--- src/rtl/dct_pkg.sv ---
// dct_pkg: coefficient indices, coefficient values and product width offset for the DCT multiplier
package dct_pkg;
  typedef enum logic [2:0] {C64, C60, C56, C45, C36, C24, C12, CBYP} coeff_e;
  localparam int COEFF_VAL [7] = '{64, 60, 56, 45, 36, 24, 12};
  localparam int OUT_OFS = 7;
endpackage

--- src/rtl/dct_cmult_pipe_if.sv ---
// dct_cmult_pipe_if: shared valid/ready handshake plus per-lane operand and result buses
interface dct_cmult_pipe_if
  import dct_pkg::*;
#(
  parameter int SIZE  = 8,
  parameter int LANES = 8
);
  localparam int OUT_W = SIZE + OUT_OFS;
  logic                   in_valid;
  logic                   in_ready;
  logic [LANES*SIZE-1:0]  mcand;
  logic [LANES*3-1:0]     coeff_sel;
  logic [LANES-1:0]       coeff_neg;
  logic                   approx_en;
  logic                   out_valid;
  logic                   out_ready;
  logic [LANES*OUT_W-1:0] result;
  modport master (
    output in_valid, mcand, coeff_sel, coeff_neg, approx_en, out_ready,
    input  in_ready, out_valid, result
  );
  modport slave (
    input  in_valid, mcand, coeff_sel, coeff_neg, approx_en, out_ready,
    output in_ready, out_valid, result
  );
endinterface

--- src/rtl/dct_cmult_lane.sv ---
// dct_cmult_lane: one shift-add constant multiplier lane; S1 picks terms, S2 pair sums, S3 final sum and negate
module dct_cmult_lane
  import dct_pkg::*;
#(
  parameter int SIZE        = 8,
  parameter int APPROX_BITS = 0
) (
  input  logic                    clk,
  input  logic                    rst,
  input  logic                    ld1_i,
  input  logic                    ld2_i,
  input  logic                    ld3_i,
  input  logic                    approx_i,
  input  logic [SIZE-1:0]         mcand_i,
  input  coeff_e                  sel_i,
  input  logic                    neg_i,
  output logic [SIZE+OUT_OFS-1:0] result_o
);
  localparam int W = SIZE + OUT_OFS;
  localparam logic [W-1:0] LO_MASK = (W'(1) << APPROX_BITS) - W'(1);
  // approximate mode ORs the low bits and injects no carry above them
  function automatic logic [W-1:0] add_f(input logic [W-1:0] x, input logic [W-1:0] y,
                                         input logic cin, input logic ap);
    return (ap && APPROX_BITS != 0)
      ? ((((x >> APPROX_BITS) + (y >> APPROX_BITS)) << APPROX_BITS) | ((x | y) & LO_MASK))
      : x + y + W'(cin);
  endfunction
  logic [W-1:0] m, a_d, b_d, c_d, d_d, a_q, b_q, c_q, d_q, p_d, q_d, p_q, q_q, s3, r_d, r_q;
  logic sub_d, sub_q, neg1_q, neg2_q, ap1_q, ap2_q;
  assign m = {{OUT_OFS{mcand_i[SIZE-1]}}, mcand_i};
  always_comb begin
    a_d = (sel_i == C64 || sel_i == C60 || sel_i == C56) ? m << 6 :
          (sel_i == C36 || sel_i == C12) ? m << 2 :
          (sel_i == C24) ? m << 3 : m;
    b_d = (sel_i == C60 || sel_i == C45) ? m << 2 :
          (sel_i == C56 || sel_i == C12) ? m << 3 :
          (sel_i == C36) ? m << 5 :
          (sel_i == C24) ? m << 4 : '0;
    c_d = (sel_i == C45) ? m << 3 : '0;
    d_d = (sel_i == C45) ? m << 5 : '0;
    sub_d = sel_i == C60 || sel_i == C56;
  end
  assign p_d = add_f(a_q, sub_q ? ~b_q : b_q, sub_q, ap1_q);
  assign q_d = add_f(c_q, d_q, 1'b0, ap1_q);
  assign s3  = add_f(p_q, q_q, 1'b0, ap2_q);
  assign r_d = neg2_q ? ~s3 + W'(1) : s3;
  always_ff @(posedge clk) begin
    if (rst) begin
      {a_q, b_q, c_q, d_q, sub_q, neg1_q, ap1_q} <= '0;
      {p_q, q_q, neg2_q, ap2_q} <= '0;
      r_q <= '0;
    end else begin
      if (ld1_i) {a_q, b_q, c_q, d_q, sub_q, neg1_q, ap1_q} <= {a_d, b_d, c_d, d_d, sub_d, neg_i, approx_i};
      if (ld2_i) {p_q, q_q, neg2_q, ap2_q} <= {p_d, q_d, neg1_q, ap1_q};
      if (ld3_i) r_q <= r_d;
    end
  end
  assign result_o = r_q;
endmodule

--- src/rtl/dct_cmult_pipe.sv ---
// dct_cmult_pipe: LANES-wide 3-stage constant multiplier sharing one valid/ready handshake
module dct_cmult_pipe
  import dct_pkg::*;
#(
  parameter int SIZE        = 8,
  parameter int LANES       = 8,
  parameter int APPROX_BITS = 0
) (
  input logic             clk,
  input logic             rst,
  dct_cmult_pipe_if.slave bus
);
  localparam int OUT_W = SIZE + OUT_OFS;
  logic v1_q, v2_q, v3_q, v1_d, v2_d, v3_d, en1, en2, en3;
  // a stage loads when empty or when the stage after it moves on
  always_comb begin
    en3  = !v3_q || bus.out_ready;
    en2  = !v2_q || en3;
    en1  = !v1_q || en2;
    v1_d = en1 ? bus.in_valid : v1_q;
    v2_d = en2 ? v1_q : v2_q;
    v3_d = en3 ? v2_q : v3_q;
  end
  assign bus.in_ready  = en1 && !rst;
  assign bus.out_valid = v3_q;
  always_ff @(posedge clk) begin
    if (rst) {v1_q, v2_q, v3_q} <= '0;
    else {v1_q, v2_q, v3_q} <= {v1_d, v2_d, v3_d};
  end
  for (genvar i = 0; i < LANES; i++) begin : g_lane
    dct_cmult_lane #(.SIZE(SIZE), .APPROX_BITS(APPROX_BITS)) u_lane (
      .clk     (clk),
      .rst     (rst),
      .ld1_i   (en1 && bus.in_valid),
      .ld2_i   (en2 && v1_q),
      .ld3_i   (en3 && v2_q),
      .approx_i(bus.approx_en),
      .mcand_i (bus.mcand[i*SIZE +: SIZE]),
      .sel_i   (coeff_e'(bus.coeff_sel[i*3 +: 3])),
      .neg_i   (bus.coeff_neg[i]),
      .result_o(bus.result[i*OUT_W +: OUT_W])
    );
  end
endmodule

--- src/flat_wrapper.sv ---
// flat-port wrapper written by rule: the top's interface ports become plain ports
module dct_cmult_pipe_flat import dct_pkg::*;
#(
  parameter int SIZE        = 8,
  parameter int LANES       = 8,
  parameter int APPROX_BITS = 0
)
  (clk, rst, bus_in_valid, bus_mcand, bus_coeff_sel, bus_coeff_neg, bus_approx_en, bus_out_ready, bus_in_ready, bus_out_valid, bus_result);
  dct_cmult_pipe_if #(.SIZE(SIZE), .LANES(LANES)) bus_i ();
  input logic clk;
  input logic rst;
  input wire logic [$bits(bus_i.in_valid)-1:0] bus_in_valid;
  input wire logic [$bits(bus_i.mcand)-1:0] bus_mcand;
  input wire logic [$bits(bus_i.coeff_sel)-1:0] bus_coeff_sel;
  input wire logic [$bits(bus_i.coeff_neg)-1:0] bus_coeff_neg;
  input wire logic [$bits(bus_i.approx_en)-1:0] bus_approx_en;
  input wire logic [$bits(bus_i.out_ready)-1:0] bus_out_ready;
  output wire logic [$bits(bus_i.in_ready)-1:0] bus_in_ready;
  output wire logic [$bits(bus_i.out_valid)-1:0] bus_out_valid;
  output wire logic [$bits(bus_i.result)-1:0] bus_result;
  assign bus_i.in_valid = bus_in_valid;
  assign bus_i.mcand = bus_mcand;
  assign bus_i.coeff_sel = bus_coeff_sel;
  assign bus_i.coeff_neg = bus_coeff_neg;
  assign bus_i.approx_en = bus_approx_en;
  assign bus_i.out_ready = bus_out_ready;
  assign bus_in_ready = bus_i.in_ready;
  assign bus_out_valid = bus_i.out_valid;
  assign bus_result = bus_i.result;
  dct_cmult_pipe #(.SIZE(SIZE), .LANES(LANES), .APPROX_BITS(APPROX_BITS)) u_core (.clk(clk), .rst(rst), .bus(bus_i));
endmodule
--- config.mk ---
export PLATFORM = sky130hd
export DESIGN_NAME = dct_cmult_pipe_flat
export DESIGN_NICKNAME = d
export VERILOG_FILES = /design/src/rtl/dct_pkg.sv /design/src/rtl/dct_cmult_pipe_if.sv /design/src/rtl/dct_cmult_lane.sv /design/src/rtl/dct_cmult_pipe.sv /design/src/flat_wrapper.sv
export SDC_FILE = /design/constraint.sdc
export NUM_CORES = 2
export LEC_CHECK = 0
export CAP_MARGIN = 20
export CORE_MARGIN = 1.5
export CORE_UTILIZATION = 55
export CTS_BUF_LIST = sky130_fd_sc_hd__clkbuf_16
export DETAILED_ROUTE_END_ITERATION = 10
export PLACE_DENSITY = 0.81
export RECOVER_POWER = 50
export REMOVE_ABC_BUFFERS = 1
export SLEW_MARGIN = 20
export SYNTH_ARGS = -nofsm -noshare
export SYNTH_HDL_FRONTEND = slang
export SYNTH_SLANG_ARGS = --single-unit
--- constraint.sdc ---
create_clock -name clk -period 6.8 [get_ports clk]
set_input_delay 1.36 -clock clk [delete_from_list [all_inputs] [get_ports clk]]
set_output_delay 1.36 -clock clk [all_outputs]
set_load 0.02 [all_outputs]
### Yosys cells after proc, flatten, opt, wreduce, memory -nomap -nowiden

Index checks and enable logic that the tools add are counted.

* logic and storage cells: 342
* memories kept: 0
* ROM bits: 0
* memory bits (writable): 0
* register bits: 859
* bits in latches: 0
* bits of input ports: 101
* output and inout port bits: 122

* bitwise gates (word level): 16
* $lt $le $gt $ge: 0
* equality and inequality tests: 48
* multiply operators: 0
* div/mod/pow operators: 0
* mux-type cells: 88
* add/sub/neg operators: 40
* shift-type cells: 0
* reductions and logical operators: 67

Operators by type and width (count)
* two-way mux 15 bit: 64
* adder 15 bit: 24
* NOT 15 bit: 16
* two-way mux 10 bit: 16
* adder 15 x 1 -> 15 bit: 8
* adder 15 x 1 -> 15 bit, second input constant: 8
* two-way mux 13 bit: 8
* == test 3 bit, second input constant: 24
* logical OR 1 bit: 51
* == test 3 x 2 -> 1 bit, second input constant: 16
* == test 3 x 1 -> 1 bit, second input constant: 8
* logical NOT 3 bit: 8
* logical AND 1 bit: 4
* logical NOT 1 bit: 4

### Longest topological paths before layout

* word-level depth: 5
* mapped depth: 12
* gate-level depth less buffers: 12

### Cells and area by module

From an unflattened synthesis, not the netlist that was laid out.

* cells, all modules: 4991
* area, all modules: 40901.7 um^2

Modules (own cells, without submodules)
* dct_cmult_lane (u_core.g_lane[0].u_lane ...): cells each 628, sequential area each 1541.5 um^2, times used 4, area an instance 5151.2 um^2
* dct_cmult_lane (u_core.g_lane[1].u_lane): cells each 630, sequential area each 1541.5 um^2, times used 1, area an instance 5157.4 um^2
* dct_cmult_lane (u_core.g_lane[5].u_lane): cells each 622, sequential area each 1541.5 um^2, times used 1, area an instance 5059.9 um^2
* dct_cmult_lane (u_core.g_lane[7].u_lane): cells each 616, sequential area each 1541.5 um^2, times used 1, area an instance 4983.5 um^2
* dct_cmult_lane (u_core.g_lane[6].u_lane): cells each 595, sequential area each 1541.5 um^2, times used 1, area an instance 4961.0 um^2
* dct_cmult_pipe: cells each 16, sequential area each 60.1 um^2, times used 1, area an instance 135.1 um^2

### Worst setup path before layout

No wires, ideal clock.

* path kind: input to output
* start: input rst
* end: output bus_in_ready
* buffers on the path: 3
* data required time: 5440 ps
* data arrival time: 2313 ps
* cell stages on the path: 4
* slack: 3127 ps
* path through: clkbuf_1 -> clkbuf_1 -> clkbuf_1 -> a31oi_1

* longest elaborated chain between the ends: 2

RTL lines
* start: declaration: RTL line flat_wrapper.sv:11 `input logic rst;`
* logical NOT 1 bit: RTL line dct_cmult_pipe.sv:24 `assign bus.in_ready = en1 && !rst;`
* logical AND 1 bit: RTL line dct_cmult_pipe.sv:24
* end: declaration: RTL line flat_wrapper.sv:18 `output wire logic [$bits(bus_i.in_ready)-1:0] bus_in_ready;`

No other way between the ends.

### Worst setup path after layout

* start: input bus_out_ready
* end: register u_core.g_lane[1].u_lane.b_q[4]

* longest elaborated chain between the ends: 4

RTL lines
* start: declaration: RTL line flat_wrapper.sv:17 `input wire logic [$bits(bus_i.out_ready)-1:0] bus_out_ready;`
* logical OR 1 bit: RTL line dct_cmult_pipe.sv:17 `en3 = !v3_q || bus.out_ready;`
* logical OR 1 bit: RTL line dct_cmult_pipe.sv:18 `en2 = !v2_q || en3;`
* logical OR 1 bit: RTL line dct_cmult_pipe.sv:19 `en1 = !v1_q || en2;`
* logical AND 1 bit: RTL line dct_cmult_pipe.sv:34 `.ld1_i (en1 && bus.in_valid),`
* end signal: assignment: RTL line dct_cmult_lane.sv:53 `if (ld1_i) {a_q, b_q, c_q, d_q, sub_q, neg1_q, ap1_q} <= {a_d, b_d, c_d, d_d, sub_d, neg_i, approx_i};`
* end: declaration: RTL line dct_cmult_lane.sv:28 `logic [W-1:0] m, a_d, b_d, c_d, d_d, a_q, b_q, c_q, d_q, p_d, q_d, p_q, q_q, s3, r_d, r_q;`

No other way between the ends.
A chain may end at the register's enable or synchronous reset.

==> summary.txt <==
Worst setup path
  • Reg2Reg Depth: 7
  • Worst reg2reg startpoint: u_core.bus.out_valid$_SDFFE_PP0P_
  • Worst Setup EP: u_core.g_lane[1].u_lane.b_q[4]$_SDFFE_PP0P_
  • Setup crit start: bus_out_ready
  • CP required: 7260 ps
  • Type of the worst setup path: in -> reg
  • R2r setup slk: 2480 ps
  • CP Cell Sequence: dlygate4sd3_1 > nor2b_1 > a31oi_4 > buf_4 > clkbuf_1 > o21ai_0 > a21oi_1 > nor3_1
  • Reg-to-reg endpoint: u_core.g_lane[1].u_lane.b_q[4]$_SDFFE_PP0P_
  • Crit path DAT: approximately 5700 ps
  • Crit end category: flip-flop
  • Kind of cell adding the most delay to the critical path: buffers and inverters
  • Slowest-stage cell, CP: clkbuf_1
  • Crit start category: primary input
  • Crit Path Max Fanout: 81
  • WP depth: 8
  • CP bufs+invs: 3
  • Max stage delay on crit path: 2360 ps

Floorplanning
  • Width of the die: 268 um
  • Standard-cell rows: 97
  • # IOs: between 200 and 250
  • Initial Util: 0.554
  • Die footprint: 71900 sq um
  • Core footprint: 69800 sq um
  • Die H: 268 um

Clocking
  • CTS Root Cell: clkbuf_16
  • Clk slew on worst S/H paths: ~60 ps
  • Post-CTS resize count: 0
  • CTS Hold Bufs: 0
  • Clock Path Buffers: 3
  • H-tree depth: 3
  • Inserted Clock Buffers: 71
  • Post-CTS setup buffer count: 0
  • Worst-Skew Late Latency: between 600 and 700 ps
  • Num Clock Sinks: approximately 620
  • TritonCTS clock tree: yes

Finish
  • Layout area overhead: 11.9%
  • Ratio of cells with drive above 1 in the final layout: 0.0423
  • NumNets Final: 5257

Drt
  • DR vias/cell: 5.93
  • Detail Route Antenna Nets: 0
  • Residual DRC count: 0
  • Vias post-DR: 34700
  • Routed WL per cell: roughly 16 um
  • Router iterations before antenna repair: 6
  • Wirelength, routed: a little under 100000 um
  • Initial DRC count: between 2000 and 2500

Synth
  • Sequential area share after synthesis: 0.320
  • Register bit total from synthesis: 619
  • Largest family of logic cells by synthesized area: compound AO/OA/AOI/OAI gates
  • Synth Area in Compound Gates: 0.241
  • Simple-gate portion of the synthesized area: 0.195
  • Yosys cell types: 76
  • Mux contribution to synthesized area: 0.0221
  • Post-Synth XOR/XNOR Area: 0.0736
  • Post-synth EDFFs: 0
  • Top FF cell, synth: dfxtp_1
  • Syn_area_per_cell: 7.89 sq um
  • Netlist area before placement: 38700 sq um
  • Async SR Flop Fraction: 0
  • Synth warnings: 0
  • Post-synthesis adder-cell area fraction: 0.0993
  • Mapped Cells: 4900

STA
  • Fin worst setup slack: 1600 ps
  • Final worst path period share: 0.765
  • Final Hold Viols: 0
  • Worst Tran Pin Value: 3570 ps
  • Peak Freq: 0.192 GHz
  • Minimum clock period: 5200 ps
  • Setup TNS: 0 ps
  • Worst clock skew: roughly 18 ps
  • RSZ-0062 raised after global routing: false
  • Max-slew violations: 525
  • Final setup violating endpoints: 0
  • Slew margin rel.: -1.38

GRT
  • Vias in the first global route: 32100
  • Pin count of the biggest net entering global routing: 170
  • First-pass GRT wire length: 157000 um
  • Total gr overflow: 0
  • Initial antenna violation count: 12
  • Total global-route track usage: 0.260

Power
  • Leak: 17.8 nW
  • Peak supply drop: 160 uV
  • Power Density: around 220 nW/um^2

Job
  • Max Cap Violations: 8

Placement
  • GPL Wtd Cong: about 0.90
  • Post-place setup slack: 2370 ps
  • Port-buffer cells: 221
  • Post-DP HPWL: 65400 um

Run status
  • Outcome: finished with violations
  • Violated checks: capacitance limit, slew limit

Min path
  • Hold WC Path Type: reg -> reg
==> power breakdown <==
part	internal (mW)	switching, mW	total (mW)
logic	0.678	1.01	1.69
registers	3.80	0.133	3.93
clock network	2.33	1.58	3.91
==> cells in the mapped netlist (24+ instances only) <==
master / instances / area share
dfxtp_1: 619 / 0.32
nand2_1: 590 / 0.057
a21oi_1: 519 / 0.067
nor2_1: 436 / 0.042
clkbuf_1: 325 / 0.032
ha_1: 278 / 0.090
a211oi_1: 218 / 0.042
xor2_1: 204 / 0.046
nand3_1: 182 / 0.024
o21ai_0: 175 / 0.023
nor3_1: 149 / 0.019
inv_1: 125 / 0.012
xnor2_1: 121 / 0.027
nor2b_1: 99 / 0.016
a21o_1: 63 / 0.012
or3_1: 45 / 0.0073
mux2_2: 42 / 0.012
a222oi_1: 40 / 0.010
o21a_1: 40 / 0.0078
mux2i_1: 38 / 0.0098
o31ai_1: 34 / 0.0066
nand2b_1: 32 / 0.0052
a31oi_1: 29 / 0.0047
buf_1: 27 / 0.0026
and2_1: 26 / 0.0042
and3_1: 26 / 0.0042
a221oi_1: 24 / 0.0054
o211ai_1: 24 / 0.0047
==> cells by family after synthesis <==
| kind of cell | count (synthesis) |
|---|---|
| buffers and inverters | 487 |
| muxes | 80 |
| adders and majority gates | 296 |
| DFF | 619 |
| and+or+nand+nor | 1674 |
| AOI/OAI and AO/OA | 1419 |
| xor gates and xnor gates | 325 |
==> worst min-delay path, delay by kind of cell, from the launching register on <==
family	cells	cell delay (ps)
AOI/OAI and AO/OA	1	50
DFF	1	300
and+or+nand+nor	1	50
==> sequential cells by signal, indices dropped and copies added, names as in the netlist <==
signal                         count
u_core.v1_q                        1
u_core.g_lane.u_lane.neg2_q        8
u_core.g_lane.u_lane.a_q         112
u_core.g_lane.u_lane.sub_q         8
u_core.g_lane.u_lane.q_q          88
u_core.v2_q                        1
u_core.g_lane.u_lane.result_o    120
u_core.g_lane.u_lane.neg1_q        8
u_core.bus.out_valid               1
u_core.g_lane.u_lane.b_q          88
u_core.g_lane.u_lane.p_q         120
u_core.g_lane.u_lane.c_q          64
==> layer usage <==
metal	vias to the layer above	track usage	wire [um]
met5	-	0	111
met4	20	0.0803	2400
met3	194	0.0501	5680
met2	820	0.449	46100
met1	16100	0.324	42000
li1	17600	-	-
==> how the worst min path moves through the flow <==
stage                                                 startpoint                                                 to  slack, ps  depth (start not counted)
2_1_floorplan        u_core.g_lane[0].u_lane.neg1_q$_SDFFE_PP0P_        u_core.g_lane[0].u_lane.neg2_q$_SDFFE_PP0P_        430                          2
3_3_place_gp   u_core.g_lane[6].u_lane.result_o[10]$_SDFFE_PP0P_  u_core.g_lane[6].u_lane.result_o[10]$_SDFFE_PP0P_        440                          2
3_5_place_dp   u_core.g_lane[6].u_lane.result_o[11]$_SDFFE_PP0P_  u_core.g_lane[6].u_lane.result_o[11]$_SDFFE_PP0P_        440                          2
4_1_cts        u_core.g_lane[6].u_lane.result_o[11]$_SDFFE_PP0P_  u_core.g_lane[6].u_lane.result_o[11]$_SDFFE_PP0P_        450                          2
5_1_grt              u_core.g_lane[3].u_lane.q_q[9]$_SDFFE_PP0P_        u_core.g_lane[3].u_lane.q_q[9]$_SDFFE_PP0P_        470                          2
6_report       u_core.g_lane[6].u_lane.result_o[10]$_SDFFE_PP0P_  u_core.g_lane[6].u_lane.result_o[10]$_SDFFE_PP0P_        440                          2
==> cells in the final DEF (no fill, tap or decap), types with 40 or more instances in the layout <==
cell             count
xnor2_1            121
mux2_2              42
nor2_1             436
o21a_1              40
nor2b_1             98
a222oi_1            40
nand2_1            590
dfxtp_1            619
or3_1               45
nand3_1            182
o21ai_0            175
clkbuf_16           75
dlygate4sd3_1      124
inv_1              134
xor2_1             204
a21o_1              63
clkdlybuf4s50_1     96
ha_1               278
a211oi_1           218
nor3_1             149
a21oi_1            519
==> layout make-up <==
class                      instances  area [sq um]
multi-input combinational       3794         24400
tap                              940          1180
clock buffer                      75          1880
timing repair buffer             249          2480
sequential                       619         12400
fill                            6147         26500
clock inverter                    54           473
antenna                            2          5.00
inverter                         125           469
==> metrics by stage <==
stage          hold slack [ps]  power [mW]  cells  utilization  instance area (sq um)
3_3_place_gp               437        5.64   5727        0.588                  41000
6_report                   443        9.52   5858        0.620                  43300
2_1_floorplan              426        5.17   4538            -                  37300
3_5_place_dp               444        5.68   5727        0.588                  41000
4_1_cts                    449        9.60   5856        0.621                  43400
5_1_grt                    470        9.96   5857        0.620                  43300
No activity file was read; power rests on OpenSTA's default activity.
